<file path="config.mk">
export PLATFORM = sky130hd
export DESIGN_NAME = seven_seg_scanner
export DESIGN_NICKNAME = d
export VERILOG_FILES = /design/src/rtl/seven_seg_scanner.sv
export SDC_FILE = /design/constraint.sdc
export NUM_CORES = 1
export LEC_CHECK = 0
export CAP_MARGIN = 15
export CORE_UTILIZATION = 45
export CTS_CLUSTER_SIZE = 16
export DETAILED_ROUTE_END_ITERATION = 8
export GPL_ROUTABILITY_DRIVEN = 0
export GPL_TIMING_DRIVEN = 0
export PLACE_DENSITY = 0.64
export SKIP_CTS_REPAIR_TIMING = 1
export SLEW_MARGIN = 30
export SYNTH_ARGS = -nofsm -noshare
export SYNTH_HDL_FRONTEND = slang
export SYNTH_SLANG_ARGS = --single-unit
</file>
<file path="constraint.sdc">
create_clock -name clk -period 6.1 [get_ports clk]
set_input_delay 1.22 -clock clk [delete_from_list [all_inputs] [get_ports clk]]
set_output_delay 1.22 -clock clk [all_outputs]
set_load 0.05 [all_outputs]
</file>
<file path="src/rtl/seven_seg_scanner.sv">
// seven_seg_scanner
//   Time-multiplexes three 7-bit digit patterns (hundreds, tens, ones) onto one
//   shared segment bus with a one-hot digit enable. New patterns are staged on
//   a load strobe and only copied into the displayed (shadow) set when the scan
//   wraps from hundreds back to ones, so a frame never mixes old and new digits.
//   Leading-zero digits are blanked; the ones digit is always shown.
//
// Ports
//   clk        : rising-edge clock
//   rst_n      : asynchronous active-low reset
//   en         : scan enable; 0 freezes the scan and blanks the display
//   load       : 1-cycle strobe capturing h_seg/t_seg/o_seg into staging
//   h_seg      : hundreds pattern
//   t_seg      : tens pattern
//   o_seg      : ones pattern
//   seg        : shared segment bus (registered, 1 = lit)
//   an         : one-hot digit enable (registered); [0]=ones [1]=tens [2]=hundreds
//   frame_done : registered 1-cycle pulse on the hundreds->ones wrap
module seven_seg_scanner #(
  parameter int         DWELL    = 4,
  parameter int         CNT_W    = 16,
  parameter logic [6:0] ZERO_PAT = 7'b1111110
) (
  input  logic       clk,
  input  logic       rst_n,
  input  logic       en,
  input  logic       load,
  input  logic [6:0] h_seg,
  input  logic [6:0] t_seg,
  input  logic [6:0] o_seg,
  output logic [6:0] seg,
  output logic [2:0] an,
  output logic       frame_done
);

  localparam logic [CNT_W-1:0] LAST_CNT = CNT_W'(DWELL - 1);

  logic [CNT_W-1:0] r_cnt;
  logic [1:0]       r_dig;
  logic [6:0]       r_stage_h, r_stage_t, r_stage_o;
  logic             r_pend;
  logic [6:0]       r_shadow_h, r_shadow_t, r_shadow_o;
  logic [6:0]       r_seg;
  logic [2:0]       r_an;
  logic             r_frame_done;

  logic             w_last;
  logic             w_wrap;
  logic [CNT_W-1:0] w_cnt_next;
  logic [1:0]       w_dig_next;
  logic [6:0]       w_sh_h_next, w_sh_t_next, w_sh_o_next;
  logic [6:0]       w_seg_next;
  logic [2:0]       w_an_next;

  // Next-state values for an enabled edge; outputs are derived from the
  // post-edge digit index and shadow so they line up with the state.
  always_comb begin
    w_last      = (r_cnt == LAST_CNT);
    w_wrap      = w_last && (r_dig == 2'd2);
    w_cnt_next  = w_last ? '0 : r_cnt + 1'b1;
    w_dig_next  = r_dig;
    if (w_last) w_dig_next = (r_dig == 2'd2) ? 2'd0 : r_dig + 2'd1;

    w_sh_h_next = r_shadow_h;
    w_sh_t_next = r_shadow_t;
    w_sh_o_next = r_shadow_o;
    if (w_wrap && r_pend) begin
      w_sh_h_next = r_stage_h;
      w_sh_t_next = r_stage_t;
      w_sh_o_next = r_stage_o;
    end

    w_an_next  = 3'b000;
    w_seg_next = 7'd0;
    case (w_dig_next)
      2'd0: begin
        w_an_next  = 3'b001;
        w_seg_next = w_sh_o_next;
      end
      2'd1: begin
        w_an_next  = 3'b010;
        // Tens is a leading zero only when hundreds is also zero.
        w_seg_next = ((w_sh_h_next == ZERO_PAT) && (w_sh_t_next == ZERO_PAT))
                     ? 7'd0 : w_sh_t_next;
      end
      2'd2: begin
        w_an_next  = 3'b100;
        w_seg_next = (w_sh_h_next == ZERO_PAT) ? 7'd0 : w_sh_h_next;
      end
      default: begin
        w_an_next  = 3'b000;
        w_seg_next = 7'd0;
      end
    endcase
  end

  always_ff @(posedge clk or negedge rst_n) begin
    if (!rst_n) begin
      r_cnt        <= '0;
      r_dig        <= 2'd0;
      r_stage_h    <= 7'd0;
      r_stage_t    <= 7'd0;
      r_stage_o    <= 7'd0;
      r_pend       <= 1'b0;
      r_shadow_h   <= 7'd0;
      r_shadow_t   <= 7'd0;
      r_shadow_o   <= 7'd0;
      r_seg        <= 7'd0;
      r_an         <= 3'b000;
      r_frame_done <= 1'b0;
    end else begin
      if (en) begin
        r_cnt        <= w_cnt_next;
        r_dig        <= w_dig_next;
        r_shadow_h   <= w_sh_h_next;
        r_shadow_t   <= w_sh_t_next;
        r_shadow_o   <= w_sh_o_next;
        r_an         <= w_an_next;
        r_seg        <= w_seg_next;
        r_frame_done <= w_wrap;
        if (w_wrap) r_pend <= 1'b0;
      end else begin
        r_an         <= 3'b000;
        r_seg        <= 7'd0;
        r_frame_done <= 1'b0;
      end
      // A load on the wrap edge wins over the clear above: the new value
      // stays pending for the following frame.
      if (load) begin
        r_stage_h <= h_seg;
        r_stage_t <= t_seg;
        r_stage_o <= o_seg;
        r_pend    <= 1'b1;
      end
    end
  end

  assign seg        = r_seg;
  assign an         = r_an;
  assign frame_done = r_frame_done;

endmodule

</file>
======== After elaboration in Yosys (flattened, before gate mapping) ========
Index checks and enable logic that the tools add are counted.
word-level totals
  bits in registers ....................... 72
  input bits .............................. 25
  logic and storage cells ................. 43
operators by class
  $add $sub $neg .......................... 2
  equality and inequality tests ........... 6
  multiplexer cells ....................... 16
  reductions and logical operators ........ 7
operators by type and width
  cell                                                               number
  7-bit two-way mux                                                  6
  7-bit one-hot mux with 3 select lines                              1
  16-bit by 1-bit adder with 16-bit output (second input constant)   1
  16-bit by 2-bit == test with 1-bit output (second input constant)  1
  16-bit two-way mux                                                 1
  7-bit == test (second input constant)                              2
  3-bit one-hot mux with 3 select lines                              1
  2-bit == test (second input constant)                              2
  1-bit two-way mux                                                  4
  2-bit two-way mux                                                  2
  2-bit nonzero test                                                 2
  1-bit logical AND                                                  3
  3-bit two-way mux                                                  1
  2-bit by 1-bit adder with 2-bit output (second input constant)     1
  2-bit by 1-bit == test with 1-bit output (second input constant)   1
  2-bit zero test                                                    1
  2-bit AND reduction                                                1

======== Depth between registers and ports, before layout ========
Gate-level depths: netlist (run 1).
  word-level depth ........................ 9
  depth in mapped cells ................... 8
  depth with buffers taken out ............ 7

======== Worst setup path before layout (run 1) ========
No wires, ideal clock.
  path type ............................... in2reg
  from .................................... input en
  to ...................................... register r_cnt[13]
  setup time .............................. 0.124 ns
  arrival ................................. 1.979 ns
  data required time ...................... 5.976 ns
  slack ................................... 3.997 ns
  stages .................................. 5
  path buffers ............................ 0
  cell sequence ........................... nand4_1 nor2_1 and3_1 nand3_1 xnor2_1
RTL lines
  element                 line  text
  start: declaration      26    input logic en,
  end signal: assignment  113   r_cnt <= w_cnt_next;
  end: declaration        38    logic [CNT_W-1:0] r_cnt;

======== Worst setup path in the final report (run 1) ========
  from .................................... input en
  to ...................................... register r_seg[3] (netlist: seg[3])
between the ends
  cells in the longest elaborated chain, start to end .. 1
ends and longest elaborated chain
  element                 line  text
  7-bit two-way mux       112   if (en) begin
  end signal: assignment  119   r_seg <= w_seg_next;
  end: declaration        43    logic [6:0] r_seg;
Every way passes these cells.
A chain may end at the register's enable or synchronous reset.

==> results_dict.tcl, run 1 <==
set metrics [dict create \
    status "finished clean" \
    synth_area_sq_mm 0.00340 \
    hp-class "flop to flop" \
    cp-start-kind "input port" \
    track_usage_pct 18.8 \
    htreeDepth 3 \
    vias 2199 \
    use_met2_pct 27.8 \
    fin_worst_skew_ns 0.0108 \
    p_int_mw 1.01 \
    ys_seq_area_share_pct 53.0 \
    synth_area_leader_cell "dfrtp_1" \
    synth.mux.area_fraction_pct 21.4 \
    synth.top_cell.area_share_pct 53.0 \
    viasPerCell 5.20 \
    start_util_pct 46.6 \
    grt_pass1_wl_mm 11.0 \
    clock_sinks 72 \
    numPortBuffers 35 \
    syn_inst 273 \
    critPathKind "input port to flop" \
    ys.flop_type "dfrtp_1" \
    min_from "r_cnt[1]" \
    yosys.area_share.adder_pct 0.368 \
    yosys-top-cells-area "dfrtp_1 53%, mux2_4 8.8%, mux2_2 7.3%" \
    nets 346 \
    synth.distinct_cells 38 \
    use_met3_pct 5.54 \
    tns_ns 0 \
    antenna_found_initial 0 \
    switchingPower_uw 504 \
    cpLargestDelayFamily "buffers and inverters" \
    cts_root_buf "clkbuf_8" \
    pwr-share-seq_pct 45.3 \
    synth_top_family_by_area "multiplexers" \
    r2r_end "seg[3]" \
    syn2layout_area_growth_pct 20.4 \
    antenna_cells 0 \
    setup_viol 0 \
    async_reset_ff_share_pct 100 \
    fp.coreArea_sq_mm 0.00729 \
    final_area_sq_mm 0.00409 \
    ys_ff_latch 72 \
    r2r_setup_slack_ns 3.71 \
    rsz0062_at_grt "no" \
    yosysWarnings 0 \
    cp-end-kind "flop" \
    synth_compound_area_share_pct 4.71 \
    cp_cell_sequence "clkdlybuf4s50_1 > buf_2 > inv_1 > a31oi_1 > o21ai_0 > o221ai_1" \
    cts_buffer_depth 2 \
    drt-pass1-iter-count 4 \
    switching_share_pct 33.3 \
    powerDensity_mw_per_mm2 370 \
    grt_pass1_vias 2141 \
    relSlewSlack_pct 53.8 \
    drtAntennaViolNets 0 \
    placed_cell_area_sq_mm 0.00390 \
    synth-simple-area-share_pct 14.3 \
    layout.cells.non_filler 423 \
    cts_buffers 9 \
    slew_viol_final 0 \
    clk_pin_slew_ns 0.07 \
    r2r_start "r_cnt[0]" \
    critPathBufInv 3 \
    r2r_cells 7 \
    tightest_slew_ns 0.688 \
    p_leak_nw 1.83 \
    min_period_over_period_pct 44.3 \
    grt-busiest-layer "met2" \
    slowest_delay_ns 0.51 \
    cp_slowest_cell "clkdlybuf4s50_1" \
    drt-initial-drc-count 92 \
    fill_cells 667 \
    die-width_um 88.9 \
    drc 0 \
    cts_tree "built" \
    synth_area_per_cell_sq_um 12.4 \
    synth_nets 299 \
    synth-edff-count 0 \
    hold_violations 0 \
    clock.fmax_mhz 370 \
    dp.cells 408 \
    power_frac_comb_pct 30.0 \
    layout-drive-gt1-share_pct 22.2 \
    required_ns 6.34 \
    detail_route.wl_per_cell_um 15.6 \
    grt_use_met1_pct 27.4 \
    arrival_ns 2.95 \
    routed_wl_mm 6.58 \
    grt_overflow 0 \
    die_height_um 88.9 \
    ir_drop_uv 191 \
    clk_latency_ns 0.35 \
    synth_xor_area_share_pct 3.61 \
    worst-path-max-fanout 10 \
    period_needed_ns 2.70 \
    drv_cap 0 \
    design.die.area_sq_mm 0.00790 \
    fp-row-count 31 \
    hold_depth 1 \
    hold_end "r_cnt[1]" \
    hpwl_mm 4.70 \
    p_clk_share_pct 24.7 \
    grt_max_degree 48 \
    boundaryPins 36 \
]
==> synthesized netlist by cell type, drive strengths merged (2+ instances only) <==
cell type,count
nor4b,2
and2,7
mux2,42
o21ai,11
nor2,9
and3,5
nor3,8
xor2,2
dfrtp,72
and4,3
nand2,24
a21oi,3
nand4,6
clkbuf,2
nor4,5
nand3,12
o221ai,6
a21o,2
mux2i,18
buf,8
inv,6
nand4b,2
xnor2,12
==> routing by layer <==
metal  share of wire, %  wire length [um]
met2                 45              2970
met3                3.4               221
met1                 51              3340
met4               0.84                55
met5                  0                 0
==> state kept, by name, indices dropped and copies added, names as in the netlist <==
signal and count:
r_cnt 16, an 3, r_stage_h 7, r_shadow_o 7, r_dig 2, seg 7, r_stage_o 7, frame_done 1
r_shadow_h 7, r_shadow_t 7, r_stage_t 7, r_pend 1
==> how the worst max path moves through the flow <==
stage,startpoint,to,slack (ns),cells after the start
after floorplan,en,r_cnt[13],4.00,5
after global placement,rst_n,r_stage_h[0],1.33,1
after detailed placement,en,seg[3],3.05,6
after CTS,seg[4],seg[4],3.38,1
after global routing,en,seg[0],3.27,6
final,en,seg[3],3.40,6
==> kinds of logic after synthesis <==
logic type | Yosys count
AND/OR/NAND/NOR | 85
multiplexers | 60
AO/OA/AOI/OAI | 25
adder cells (fa/ha/maj) | 1
flip-flops | 72
buffers and inverters | 16
XOR/XNOR | 14
==> power by group through the flow <==
stage          sequential (mW)  combinational [mW]  clock [mW]
2_1_floorplan            0.732               0.275           0
5_1_grt                  0.705               0.495       0.405
6_report                 0.686               0.454       0.374
3_3_place_gp             0.692               0.444           0
3_5_place_dp             0.694               0.457           0
4_1_cts                  0.687               0.458       0.385
==> cell usage in the layout (no fill, tap or decap), types with 6 or more instances in the layout <==
| cell type | netlist | routed |
|---|---|---|
| o21ai_0 | 11 | 11 |
| mux2_4 | 20 | 20 |
| inv_1 | 6 | 6 |
| nor3_1 | 6 | 6 |
| xnor2_1 | 12 | 12 |
| and2_1 | 7 | 7 |
| nor2_1 | 9 | 9 |
| mux2_2 | 22 | 22 |
| nand3_1 | 12 | 12 |
| clkdlybuf4s50_1 | 0 | 34 |
| dfrtp_1 | 72 | 72 |
| mux2i_1 | 18 | 18 |
| clkbuf_8 | 0 | 10 |
| o221ai_1 | 6 | 6 |
| nand2_1 | 23 | 23 |
==> per-stage QoR <==
stage                     util [%]  power [mW]  hold WS (ns)  setup slack [ns]
after CTS                     56.1        1.53         0.521              3.38
after detailed placement      53.4        1.15         0.505              3.05
final                         56.1        1.51         0.517              3.40
after global routing          56.1        1.60         0.543              3.27
after global placement        53.1        1.14         0.495              1.33
after floorplan                  -        1.01         0.469              4.00
==> layout make-up <==
type | count | area [sq um] | share of cell area (%)
Sequential cell | 72 | 1800 | 44.0
Multi-Input combinational cell | 185 | 1510 | 36.9
Timing Repair Buffer | 36 | 375 | 9.17
Clock buffer | 10 | 138 | 3.36
Tap cell | 99 | 124 | 3.03
Buffer | 10 | 63.8 | 1.56
Clock inverter | 5 | 57.6 | 1.41
Inverter | 6 | 22.5 | 0.550
No activity file was read; power rests on OpenSTA's default activity.
==> run 2, diff against run 1 <==
--- a/config.mk
+++ b/config.mk
@@ -11,7 +11,7 @@
 export DETAILED_ROUTE_END_ITERATION = 8
 export GPL_ROUTABILITY_DRIVEN = 0
 export GPL_TIMING_DRIVEN = 0
-export PLACE_DENSITY = 0.64
+export PLACE_DENSITY = 0.66
 export SKIP_CTS_REPAIR_TIMING = 1
 export SLEW_MARGIN = 30
 export SYNTH_ARGS = -nofsm -noshare
==> constraint.sdc (replaced) <==
create_clock -name clk -period 2.4 [get_ports clk]
set_input_delay 0.48 -clock clk [delete_from_list [all_inputs] [get_ports clk]]
set_output_delay 0.48 -clock clk [all_outputs]
set_load 0.05 [all_outputs]
==> run 2 against run 1 <==
Worst hold slack worse by 0.48 ns. Critical path type is now flop to flop. Count of clock-buffer cells in the layout is 1 higher. Sequential cell count stayed put. Highest routed layer unchanged. Largest cell class unchanged.
==> results_dict.tcl, run 2 (synthesized netlist as in run 1, its figures left out) <==
set metrics [dict create \
    relSlewSlack_pct 57.0 \
    power_frac_comb_pct 30.7 \
    cp_cell_sequence "ha_1 > nor4b_4 > nand4_2 > nor3_4 > buf_6 > mux2i_1 > o221ai_1" \
    syn2layout_area_growth_pct 21.8 \
    p_clk_share_pct 23.9 \
    r2r_cells 7 \
    min_period_over_period_pct 92.6 \
    cts_root_buf "clkbuf_8" \
    slowest_delay_ns 0.38 \
    largest_reg_flops 16 \
    required_ns 2.60 \
    die_height_um 88.9 \
    critPathKind "flop to flop" \
    p_total_mw 3.86 \
    viasPerCell 5.25 \
    htreeDepth 3 \
    drt-pass1-iter-count 4 \
    fp.coreArea_sq_mm 0.00729 \
    cp-end-kind "flop" \
    cp-start-kind "flop" \
    grt_pass1_vias 2248 \
    fin_worst_skew_ns 0.0128 \
    grt_max_degree 47 \
    numPortBuffers 35 \
    detail_route.wl_per_cell_um 15.5 \
    cp_slowest_cell "dfrtp_1" \
    antenna_found_initial 0 \
    drtAntennaViolNets 0 \
    start_util_pct 46.6 \
    antenna_cells 0 \
    p_int_mw 2.58 \
    layout_common_cells "72 x dfrtp_1, 34 x clkdlybuf4s50_1, 23 x nand2_1, 22 x mux2_2, 20 x mux2_4" \
    cts_buffer_depth 2 \
    place_ws_ns 0.0678 \
    clk_pin_slew_ns 0.08 \
    setup_viol 0 \
    critPathBufInv 1 \
    grt_overflow 0 \
    p_leak_nw 1.85 \
    fin_util_pct 56.8 \
    layout-drive-gt1-share_pct 23.8 \
    routed_wl_mm 6.61 \
    layout_commonest_cell "dfrtp_1" \
    top_register "r_cnt" \
    drv_cap 0 \
    powerDensity_mw_per_mm2 932 \
    drc 0 \
    hpwl_mm 4.74 \
    die-width_um 88.9 \
    pwr-share-seq_pct 45.4 \
    rsz0062_at_grt "no" \
    cpLargestDelayFamily "simple AND/OR/NAND/NOR gates" \
    r2r_start "r_cnt[1]" \
    period_needed_ns 2.22 \
    ir_drop_uv 340 \
    hold_violations 0 \
    cts_tree "built" \
    clk_latency_ns 0.35 \
    fp-row-count 31 \
    drt-initial-drc-count 93 \
    status "finished clean" \
    design.die.area_sq_mm 0.00790 \
    clock_sinks 72 \
    arrival_ns 2.43 \
    vias 2242 \
    r2r_end "seg[4]" \
    hp-class "input port to async pin" \
    r2r_setup_slack_ns 0.18 \
    tns_ns 0 \
    clock.fmax_mhz 450 \
    worst-path-max-fanout 10 \
    fin_ws_ns 0.178 \
    switching_share_pct 33.0 \
    switchingPower_mw 1.28 \
    track_usage_pct 19.4 \
    boundaryPins 36 \
    nets 350 \
    tightest_slew_ns 0.645 \
    cts_buffers 9 \
    grt_pass1_wl_mm 11.3 \
    critPathLaunch "r_cnt[1]" \
    slew_viol_final 0 \
]
run 2: cell types whose count changed in the layout (fill, tap and decap cells not counted), sizes merged:
cell    before  now
clkinv       4    3
clkbuf      12   13
buf         10   14
run 2: area by class of cell:
type / instances / area (sq um)
multi-input cells: 185 / 1540
inverters: 6 / 22.5
fillers: 656 / 3150
clock buffers: 11 / 141
repair buffers: 40 / 405
well taps: 99 / 124
flip-flops and latches: 72 / 1800
plain buffers: 10 / 63.8
clock inverters: 4 / 45.0
run 2: worst max path at each step:
stage / end / slack, ns / cells past startpoint
final: seg[4] / 0.18 / 7
after global placement: seg[1] / -1.63 / 1
after CTS: seg[2] / 0.06 / 6
after detailed placement: seg[6] / 0.07 / 7
after floorplan: r_shadow_h[0] / 0.36 / 7
after global routing: seg[2] / 0.03 / 7
run 2: worst reg2reg max path, cell delays in order, from the launching register on:
cell	delay, ns
dfrtp_1	0.38
ha_1	0.23
nor4b_4	0.25
nand4_2	0.24
nor3_4	0.39
buf_6	0.23
mux2i_1	0.22
o221ai_1	0.16
run 2: routing by layer:
layer	vias up	global-route usage, %	routed length [um]
li1	1083	-	-
met1	1103	28.1	3230
met2	44	28.5	3040
met3	12	3.69	204
met4	0	8.80	138
met5	-	0	0
run 2: stage by stage:
stage	std cells	area [sq um]	hold slack [ns]
CTS	423	4080	0.0405
global placement	407	3870	0.492
floorplan	273	3400	0.184
detailed placement	408	3900	0.425
global route	427	4140	0.0482
finish	427	4140	0.0391
run 2: power groups by stage:
stage	clock, mW	combinational, mW	sequential [mW]
finish	0.924	1.18	1.75
global route	1.00	1.30	1.80
CTS	0.949	1.16	1.75
detailed placement	0	1.16	1.76
global placement	0	1.13	1.76
floorplan	0	0.698	1.86
==> run 3, diff against run 2 <==
--- a/config.mk
+++ b/config.mk
@@ -9,7 +9,6 @@
 export CORE_UTILIZATION = 45
 export CTS_CLUSTER_SIZE = 16
 export DETAILED_ROUTE_END_ITERATION = 8
-export GPL_ROUTABILITY_DRIVEN = 0
 export GPL_TIMING_DRIVEN = 0
 export PLACE_DENSITY = 0.66
 export SKIP_CTS_REPAIR_TIMING = 1
==> results of run 3 <==
No change in the layout: final DEF, timing and power equal those of run 2.
